===== src/rtl/jtframe_credits_ctrl.sv =====
// rtl/jtframe_credits_ctrl.sv - credits overlay sequencer (fade-in / scroll / fade-out)
//
// Purpose: counts video frames from VB rising edges and steps the credits overlay
// through IDLE -> FADE_IN -> SCROLL -> FADE_OUT -> IDLE, following the game's pause
// request. All outputs update once per frame tick.
//
// Optional feature macro: JTFRAME_CREDITS_HOLD_EN adds a HOLD state that pauses the
// scroll at every page boundary for HOLD_FRAMES ticks.
//
// Ports:
//   clk       in   system clock
//   rst       in   synchronous reset, active high
//   pxl_cen   in   pixel clock enable
//   HB        in   horizontal blank, passed through to HB_out
//   VB        in   vertical blank, frame tick on its rising edge
//   pause_req in   level, game requests credits display
//   skip      in   one-clk pulse, jump to start of next page
//   HB_out    out  horizontal blank pass-through
//   enable    out  overlay enable
//   fade      out  overlay intensity, 0 = invisible, 15 = full
//   scroll    out  line offset inside current page
//   page      out  current page index
//   busy      out  high in any state other than IDLE
module jtframe_credits_ctrl #(
  parameter int PAGES       = 3,
  parameter int SPEED       = 2,
  parameter int HOLD_FRAMES = 60,
  localparam int PW         = (PAGES > 1) ? $clog2(PAGES) : 1
) (
  input  logic          clk,
  input  logic          rst,
  input  logic          pxl_cen,
  input  logic          HB,
  input  logic          VB,
  input  logic          pause_req,
  input  logic          skip,
  output logic          HB_out,
  output logic          enable,
  output logic [3:0]    fade,
  output logic [7:0]    scroll,
  output logic [PW-1:0] page,
  output logic          busy
);

  localparam int SW = (SPEED > 1) ? $clog2(SPEED) : 1;

`ifdef JTFRAME_CREDITS_HOLD_EN
  localparam int HW = (HOLD_FRAMES > 1) ? $clog2(HOLD_FRAMES + 1) : 1;
  typedef enum logic [2:0] {IDLE, FADE_IN, SCROLL, FADE_OUT, HOLD} state_t;
`else
  typedef enum logic [2:0] {IDLE, FADE_IN, SCROLL, FADE_OUT} state_t;
`endif

  state_t        state_q, state_d;
  logic [3:0]    fade_d;
  logic [7:0]    scroll_d;
  logic [PW-1:0] page_d, page_inc;
  logic [SW-1:0] spd_q, spd_d;
  logic          skip_l, skip_d, skip_ok, skip_now;
  logic          vb_l, tick;
`ifdef JTFRAME_CREDITS_HOLD_EN
  logic [HW-1:0] hold_q, hold_d;
`endif

  assign HB_out = HB;
  assign tick   = pxl_cen & VB & ~vb_l;

`ifdef JTFRAME_CREDITS_HOLD_EN
  assign skip_ok = (state_q == SCROLL) || (state_q == HOLD);
`else
  assign skip_ok = (state_q == SCROLL);
`endif

  // A skip arriving on the tick cycle itself is honoured as if it had been latched.
  assign skip_now = skip_l | (skip & skip_ok);
  assign page_inc = (page == PW'(PAGES - 1)) ? '0 : page + 1'b1;

  always_comb begin
    state_d  = state_q;
    fade_d   = fade;
    scroll_d = scroll;
    page_d   = page;
    spd_d    = spd_q;
    skip_d   = skip_l;
`ifdef JTFRAME_CREDITS_HOLD_EN
    hold_d   = hold_q;
`endif
    if (tick) skip_d = 1'b0;
    else if (skip && skip_ok) skip_d = 1'b1;

    if (tick) begin
      case (state_q)
        IDLE: begin
          if (pause_req) begin
            state_d = FADE_IN;
            fade_d  = 4'd1;
          end
        end
        FADE_IN: begin
          if (!pause_req) begin
            state_d = FADE_OUT;
          end else begin
            if (fade != 4'd15) fade_d = fade + 4'd1;
            if (fade >= 4'd14) state_d = SCROLL;
          end
        end
        SCROLL: begin
          if (!pause_req) begin
            state_d = FADE_OUT;
          end else if (skip_now) begin
            scroll_d = 8'd0;
            page_d   = page_inc;
            spd_d    = '0;
`ifdef JTFRAME_CREDITS_HOLD_EN
            state_d  = HOLD;
            hold_d   = '0;
`endif
          end else if (spd_q == SW'(SPEED - 1)) begin
            spd_d    = '0;
            scroll_d = scroll + 8'd1;
            if (scroll == 8'd255) begin
              page_d = page_inc;
`ifdef JTFRAME_CREDITS_HOLD_EN
              state_d = HOLD;
              hold_d  = '0;
`endif
            end
          end else begin
            spd_d = spd_q + 1'b1;
          end
        end
        FADE_OUT: begin
          if (pause_req && fade != 4'd0) begin
            state_d = FADE_IN;
          end else begin
            if (fade != 4'd0) fade_d = fade - 4'd1;
            if (fade <= 4'd1) begin
              state_d  = IDLE;
              scroll_d = 8'd0;
              page_d   = '0;
              spd_d    = '0;
            end
          end
        end
`ifdef JTFRAME_CREDITS_HOLD_EN
        HOLD: begin
          if (!pause_req) begin
            state_d = FADE_OUT;
          end else if (skip_now) begin
            page_d  = page_inc;
            spd_d   = '0;
            state_d = SCROLL;
          end else if (hold_q == HW'(HOLD_FRAMES - 1)) begin
            spd_d   = '0;
            state_d = SCROLL;
          end else begin
            hold_d = hold_q + 1'b1;
          end
        end
`endif
        default: state_d = IDLE;
      endcase
    end
  end

  always_ff @(posedge clk) begin
    if (rst) begin
      state_q <= IDLE;
      enable  <= 1'b0;
      busy    <= 1'b0;
      fade    <= 4'd0;
      scroll  <= 8'd0;
      page    <= '0;
      spd_q   <= '0;
      skip_l  <= 1'b0;
      vb_l    <= 1'b0;
`ifdef JTFRAME_CREDITS_HOLD_EN
      hold_q  <= '0;
`endif
    end else begin
      if (pxl_cen) vb_l <= VB;
      state_q <= state_d;
      enable  <= (state_d != IDLE);
      busy    <= (state_d != IDLE);
      fade    <= fade_d;
      scroll  <= scroll_d;
      page    <= page_d;
      spd_q   <= spd_d;
      skip_l  <= skip_d;
`ifdef JTFRAME_CREDITS_HOLD_EN
      hold_q  <= hold_d;
`endif
    end
  end

endmodule


===== config.mk =====
export PLATFORM = sky130hd
export DESIGN_NAME = jtframe_credits_ctrl
export DESIGN_NICKNAME = d
export VERILOG_FILES = /design/src/rtl/jtframe_credits_ctrl.sv
export SDC_FILE = /design/constraint.sdc
export NUM_CORES = 1
export LEC_CHECK = 0
export ABC_AREA = 1
export BUFFER_PORTS_ARGS = -buffer_cell sky130_fd_sc_hd__buf_4
export CAP_MARGIN = 40
export CORE_MARGIN = 8
export CORE_UTILIZATION = 45
export CTS_BUF_LIST = sky130_fd_sc_hd__clkbuf_4 sky130_fd_sc_hd__clkbuf_8
export DETAILED_ROUTE_END_ITERATION = 8
export PLACE_DENSITY = 0.74
export REMOVE_ABC_BUFFERS = 1
export SLEW_MARGIN = 25
export SYNTH_ARGS = -nofsm -noshare
export SYNTH_HDL_FRONTEND = slang
export SYNTH_SLANG_ARGS = --single-unit

===== constraint.sdc =====
create_clock -name clk -period 2.7 [get_ports clk]
set_input_delay 0.54 -clock clk [delete_from_list [all_inputs] [get_ports clk]]
set_output_delay 0.54 -clock clk [all_outputs]
set_load 0.01 [all_outputs]

### After elaboration in Yosys (flattened, before gate mapping)

Index checks and enable logic that the tools add are counted.

| storage, ports and cells | value |
|---|---|
| bits in registers | 21 |
| word-level logic and storage cells | 81 |

| operators by class | value |
|---|---|
| add/sub/neg operators | 5 |
| $lt $le $gt $ge | 2 |
| equal/unequal tests | 15 |
| mux-type cells | 34 |
| bitwise logic cells | 5 |
| reduce and logical (&&, ||, !) cells | 12 |

Operator list:

| cell | count |
|---|---|
| $mux 8 | 5 |
| $mux 3 | 7 |
| $mux 4 | 5 |
| $pmux 8 s2 | 1 |
| $mux 2 | 7 |
| $ne 2x2->1 const B | 7 |
| $reduce_and 7->1 | 2 |
| $pmux 3 s4 | 1 |
| $pmux 4 s3 | 1 |
| $add 8x1->8 const B | 1 |
| $eq 8x8->1 const B | 1 |
| $eq 3x2->1 const B | 2 |
| $reduce_and 6->1 | 1 |
| $reduce_bool 3->1 | 2 |
| $mux 1 | 5 |
| $reduce_and 5->1 | 1 |
| $add 4x1->4 const B | 1 |
| $ge 4x4->1 const B | 1 |
| $le 4x1->1 const B | 1 |
| $ne 4x4->1 const B | 1 |
| $pmux 2 s2 | 1 |
| $reduce_bool 4->1 | 1 |
| $sub 4x1->4 const B | 1 |
| $and 1x1->1 | 3 |
| 13 further kinds | 14 |

### Logic depth before layout (Yosys ltp)

| logic depth | value |
|---|---|
| depth in word-level cells | 7 |
| depth in mapped cells | 12 |

### Worst setup path after synthesis

OpenSTA, ideal clock, no wires.

| timing path | value |
|---|---|
| path kind | reg2reg |
| start point | reg fade[0] |
| end point | reg spd_q |
| setup time | 119 ps |
| data arrival time | 1,503 ps |
| data required time | 2,581 ps |
| path slack | 1,078 ps |
| cell stages (with the launch flop) | 10 |
| buffers on the path | 1 |
| clock period less this slack | 1,622 ps |
| cell sequence | dfxtp_1 -> inv_1 -> ha_1 -> o21ai_2 -> nand2_1 -> nand2_1 -> nor2_4 -> buf_6 -> o21ai_0 -> a21oi_1 |

| on the way | value |
|---|---|
| word-level cells in the longest chain between the ends | 4 |

RTL lines:

| what | line | text |
|---|---|---|
| start: declaration | 39 | `output logic [3:0] fade,` |
| start signal: assignment | 171 | `fade <= 4'd0;` |
| start signal: assignment | 185 | `fade <= fade_d;` |
| branches (longest 3 deep; another with $le 4x1->1) | - |  |
| $reduce_and 5->1 (no line) (*) | - |  |
| end signal: assignment | 188 | `spd_q <= spd_d;` |
| end: declaration | 58 | `logic [SW-1:0] spd_q, spd_d;` |

Mark *: on every way between the ends.
A chain may end at the register's enable or synchronous reset.

### Worst setup path in the final report

| timing path | value |
|---|---|
| start point | reg fade[1] |
| end point | reg scroll[0] |

| on the way | value |
|---|---|
| word-level cells in the longest chain between the ends | 4 |

RTL lines:

| what | line | text |
|---|---|---|
| branches (longest 3 deep; another with $le 4x1->1) | - |  |
| $reduce_and 6->1 (no line) (*) | - |  |
| end signal: assignment | 186 | `scroll <= scroll_d;` |
| end: declaration | 40 | `output logic [7:0] scroll,` |

Marks and branches as above.

==> run_results.csv <==
group,metric,value,unit
yosys,synth-compound-area-share,9.08,%
setup_path,reg2reg_to,"scroll[0]",
grt,grt_usage,12.1,%
yosys,synth.distinct_cells,24,
clocking,cts_max_level,1,
cells_and_area,drive_gt1_share,19.7,%
detailed_routing,drcViolationCount,0,
timing,fmax,0.548,GHz
yosys,syn_area,0.00146,mm2
grt,grt-ovfl-total,0,
yosys,synthMuxAreaShare,0,%
floorplanning,dieHeight,73.0,um
grt,grt_pass1_wl,5340,um
placed_design,detailedPlacementHpwl,2360,um
detailed_routing,viasPerCell,4.92,
setup_path,crit_end,"scroll[0]",
setup_path,r2r_setup_slack,0.87,ns
yosys,synth-seq-cells,21,
setup_path,endpoint_kind,"register",
setup_path,crit_path_start_kind,"register",
floorplanning,die_area,0.00533,mm2
cells_and_area,final_cell_mix,"59 x nand2_1, 29 x inv_1, 26 x nor2_1",
pwr,p_per_area,340,mW/mm2
pwr,leakage,0.776,nW
timing,finalCriticalPeriod,1.83,ns
floorplanning,start_util,47.5,%
setup_path,startpoint,"fade[1]",
grt,antenna_found_initial,0,
timing,slew-limit-headroom,67.4,%
cells_and_area,layout_commonest_cell,"nand2_1",
min_path,hp-class,"input port to register",
clocking,path_clk_slew,0.13,ns
clocking,cts_root_buf,"clkbuf_4",
timing,fin_worst_skew,0.0128,ns
cells_and_area,n_antenna_cell,0,
detailed_routing,first_pass_iters,5,
yosys,synth_xor_area_share,1.80,%
clocking,cts_hold_buf,0,
setup_path,worst-path-max-fanout,21,
timing,setup_viol,0,
timing,worstMarginPinSlew,0.489,ns
pwr,power,553,uW
floorplanning,io_pins,24,
clocking,insertion_delay,0.32,ns
clocking,cts_max_path_buffers,2,
floorplanning,die_w,73.0,um
timing,hold_viol,0,
setup_path,rr_startpoint,"fade[1]",
yosys,ys_seq_area_share,28.8,%
pwr,ir_drop,0.000247,V
timing,setup_tns,0,ns
detailed_routing,ant_nets,0,
yosys,syn_avg_cell_area,6.44,um2
yosys,ys_warn_count,0,
detailed_routing,wl_per_cell,10.8,um
placed_design,port_buffers,21,
setup_path,path_class,"register to register",
outcome,status,"completed",
cells_and_area,nFillCells,322,
timing,rsz0062_at_grt,"false",
clocking,cts_tree,"yes",
clocking,cts.sinks,21,
cells_and_area,nets,258,
cells_and_area,area_growth,11.3,%
setup_path,critical_path_required,2.93,ns
floorplanning,design.core.area,0.00308,mm2
detailed_routing,vias,1416,
job,maxCapViolations,0,
yosys,synth_top_family_by_area,"simple AND/OR/NAND/NOR gates",
grt,grt_pass1_vias,1224,
grt,grt_max_degree,22,
timing,drv_slew,0,
clocking,ctsResizeCount,0,
timing,fin_crit_sh,67.6,%
floorplanning,num_rows,20,
yosys,yosys.area_share.adder,5.14,%
detailed_routing,drt_iter0_markers,115,
clocking,cts_made_buffers,3,
placed_design,place.gp.congestion,0.821,
setup_path,critPathArrivalTime,2.05,ns
yosys,synth-simple-area-share,41.9,%
yosys,syn_inst,227,
setup_path,reg2reg_depth,9,
detailed_routing,routed_wl,3120,um
clocking,postCtsSetupBuffers,0,
==> registers in the layout, indices dropped and copies added, names as in the netlist <==
register	count
spd_q	1
fade	4
vb_l	1
page	2
busy	1
scroll	8
state_q	3
skip_l	1
==> final cells by class <==
type | instances | area, um2 | share of cell area [%]
tap | 44 | 55.1 | 3.38
clock buffer | 3 | 22.5 | 1.38
multi-input combinational | 166 | 846 | 52.0
clock inverter | 1 | 5.00 | 0.308
inverter | 32 | 120 | 7.38
timing repair buffer | 21 | 158 | 9.69
sequential | 21 | 420 | 25.8
==> metrics by stage <==
stage               cells  instance area (um2)  setup WS (ns)  hold slack [ns]  utilization [%]
global placement      284                 1600          0.965            0.468             52.0
floorplan             219                 1390           1.08            0.441                -
finish                288                 1630          0.874            0.433             52.8
CTS                   288                 1630          0.902            0.429             52.8
detailed placement    284                 1600          0.895            0.470             52.0
global route          288                 1630          0.680            0.429             52.8
==> worst min path at each step <==
stage | startpoint | endpoint | slack [ns] | cells after the start
after global placement | skip_l | skip_l | 0.47 | 2
after floorplan | vb_l | vb_l | 0.44 | 2
after detailed placement | vb_l | vb_l | 0.47 | 2
after global routing | rst | fade[2] | 0.43 | 2
after CTS | rst | scroll[4] | 0.43 | 2
final | rst | scroll[4] | 0.43 | 2
==> per-layer routing <==
layer | vias up | part of all wire (%) | GRT usage, %
li1 | 747 | - | -
met1 | 625 | 49 | 16.6
met2 | 39 | 45 | 18.4
met3 | 5 | 4.6 | 1.92
met4 | 0 | 1.3 | 4.67
met5 | - | 0 | 0
==> kinds of logic (layout without fill, tap and decap cells) <==
| logic type | Yosys count | in the layout |
|---|---|---|
| XOR/XNOR | 3 | 3 |
| AND/OR/NAND/NOR | 134 | 134 |
| adder cells (fa/ha/maj) | 6 | 6 |
| AO/OA/AOI/OAI | 23 | 23 |
| buffers and inverters | 40 | 57 |
| flip-flops | 21 | 21 |
==> cell usage after synthesis <==
master | n | share of area (%)
nand2_1 | 59 | 15
inv_1 | 29 | 7.4
nor2_1 | 26 | 6.7
nand3_1 | 22 | 7.5
dfxtp_1 | 21 | 29
a21oi_1 | 10 | 3.4
o21ai_0 | 8 | 2.7
nor2_2 | 7 | 3.0
ha_1 | 6 | 5.1
buf_6 | 5 | 3.9
nand2_2 | 5 | 2.1
nand4_1 | 5 | 2.1
nor3_1 | 5 | 1.7
inv_2 | 3 | 0.77
nor2_4 | 3 | 2.3
xor2_1 | 3 | 1.8
buf_4 | 2 | 1.0
o21ai_2 | 2 | 1.2
a21oi_2 | 1 | 0.60
a31o_2 | 1 | 0.60
clkbuf_1 | 1 | 0.26
nand3_2 | 1 | 0.68
nand3b_1 | 1 | 0.51
o31ai_1 | 1 | 0.51
==> critical path, cell delays in order, from the launching register on <==
cell	delay (ns)
dfxtp_1	0.40
inv_1	0.16
ha_1	0.19
nand2_2	0.08
nand3_1	0.11
nand2_2	0.09
nor2_4	0.36
nand2_1	0.12
o21ai_0	0.18
nor2_1	0.05
==> report_power, final <==
group / switching (mW) / total [mW] / leakage, nW / internal (mW)
Combinational: 0.0422 / 0.0713 / 0.589 / 0.0290
Clock: 0.103 / 0.158 / 0.0177 / 0.0554
Sequential: 0.00845 / 0.324 / 0.170 / 0.316
Total: 0.153 / 0.553 / 0.776 / 0.400
No activity file was read; power rests on OpenSTA's default activity.
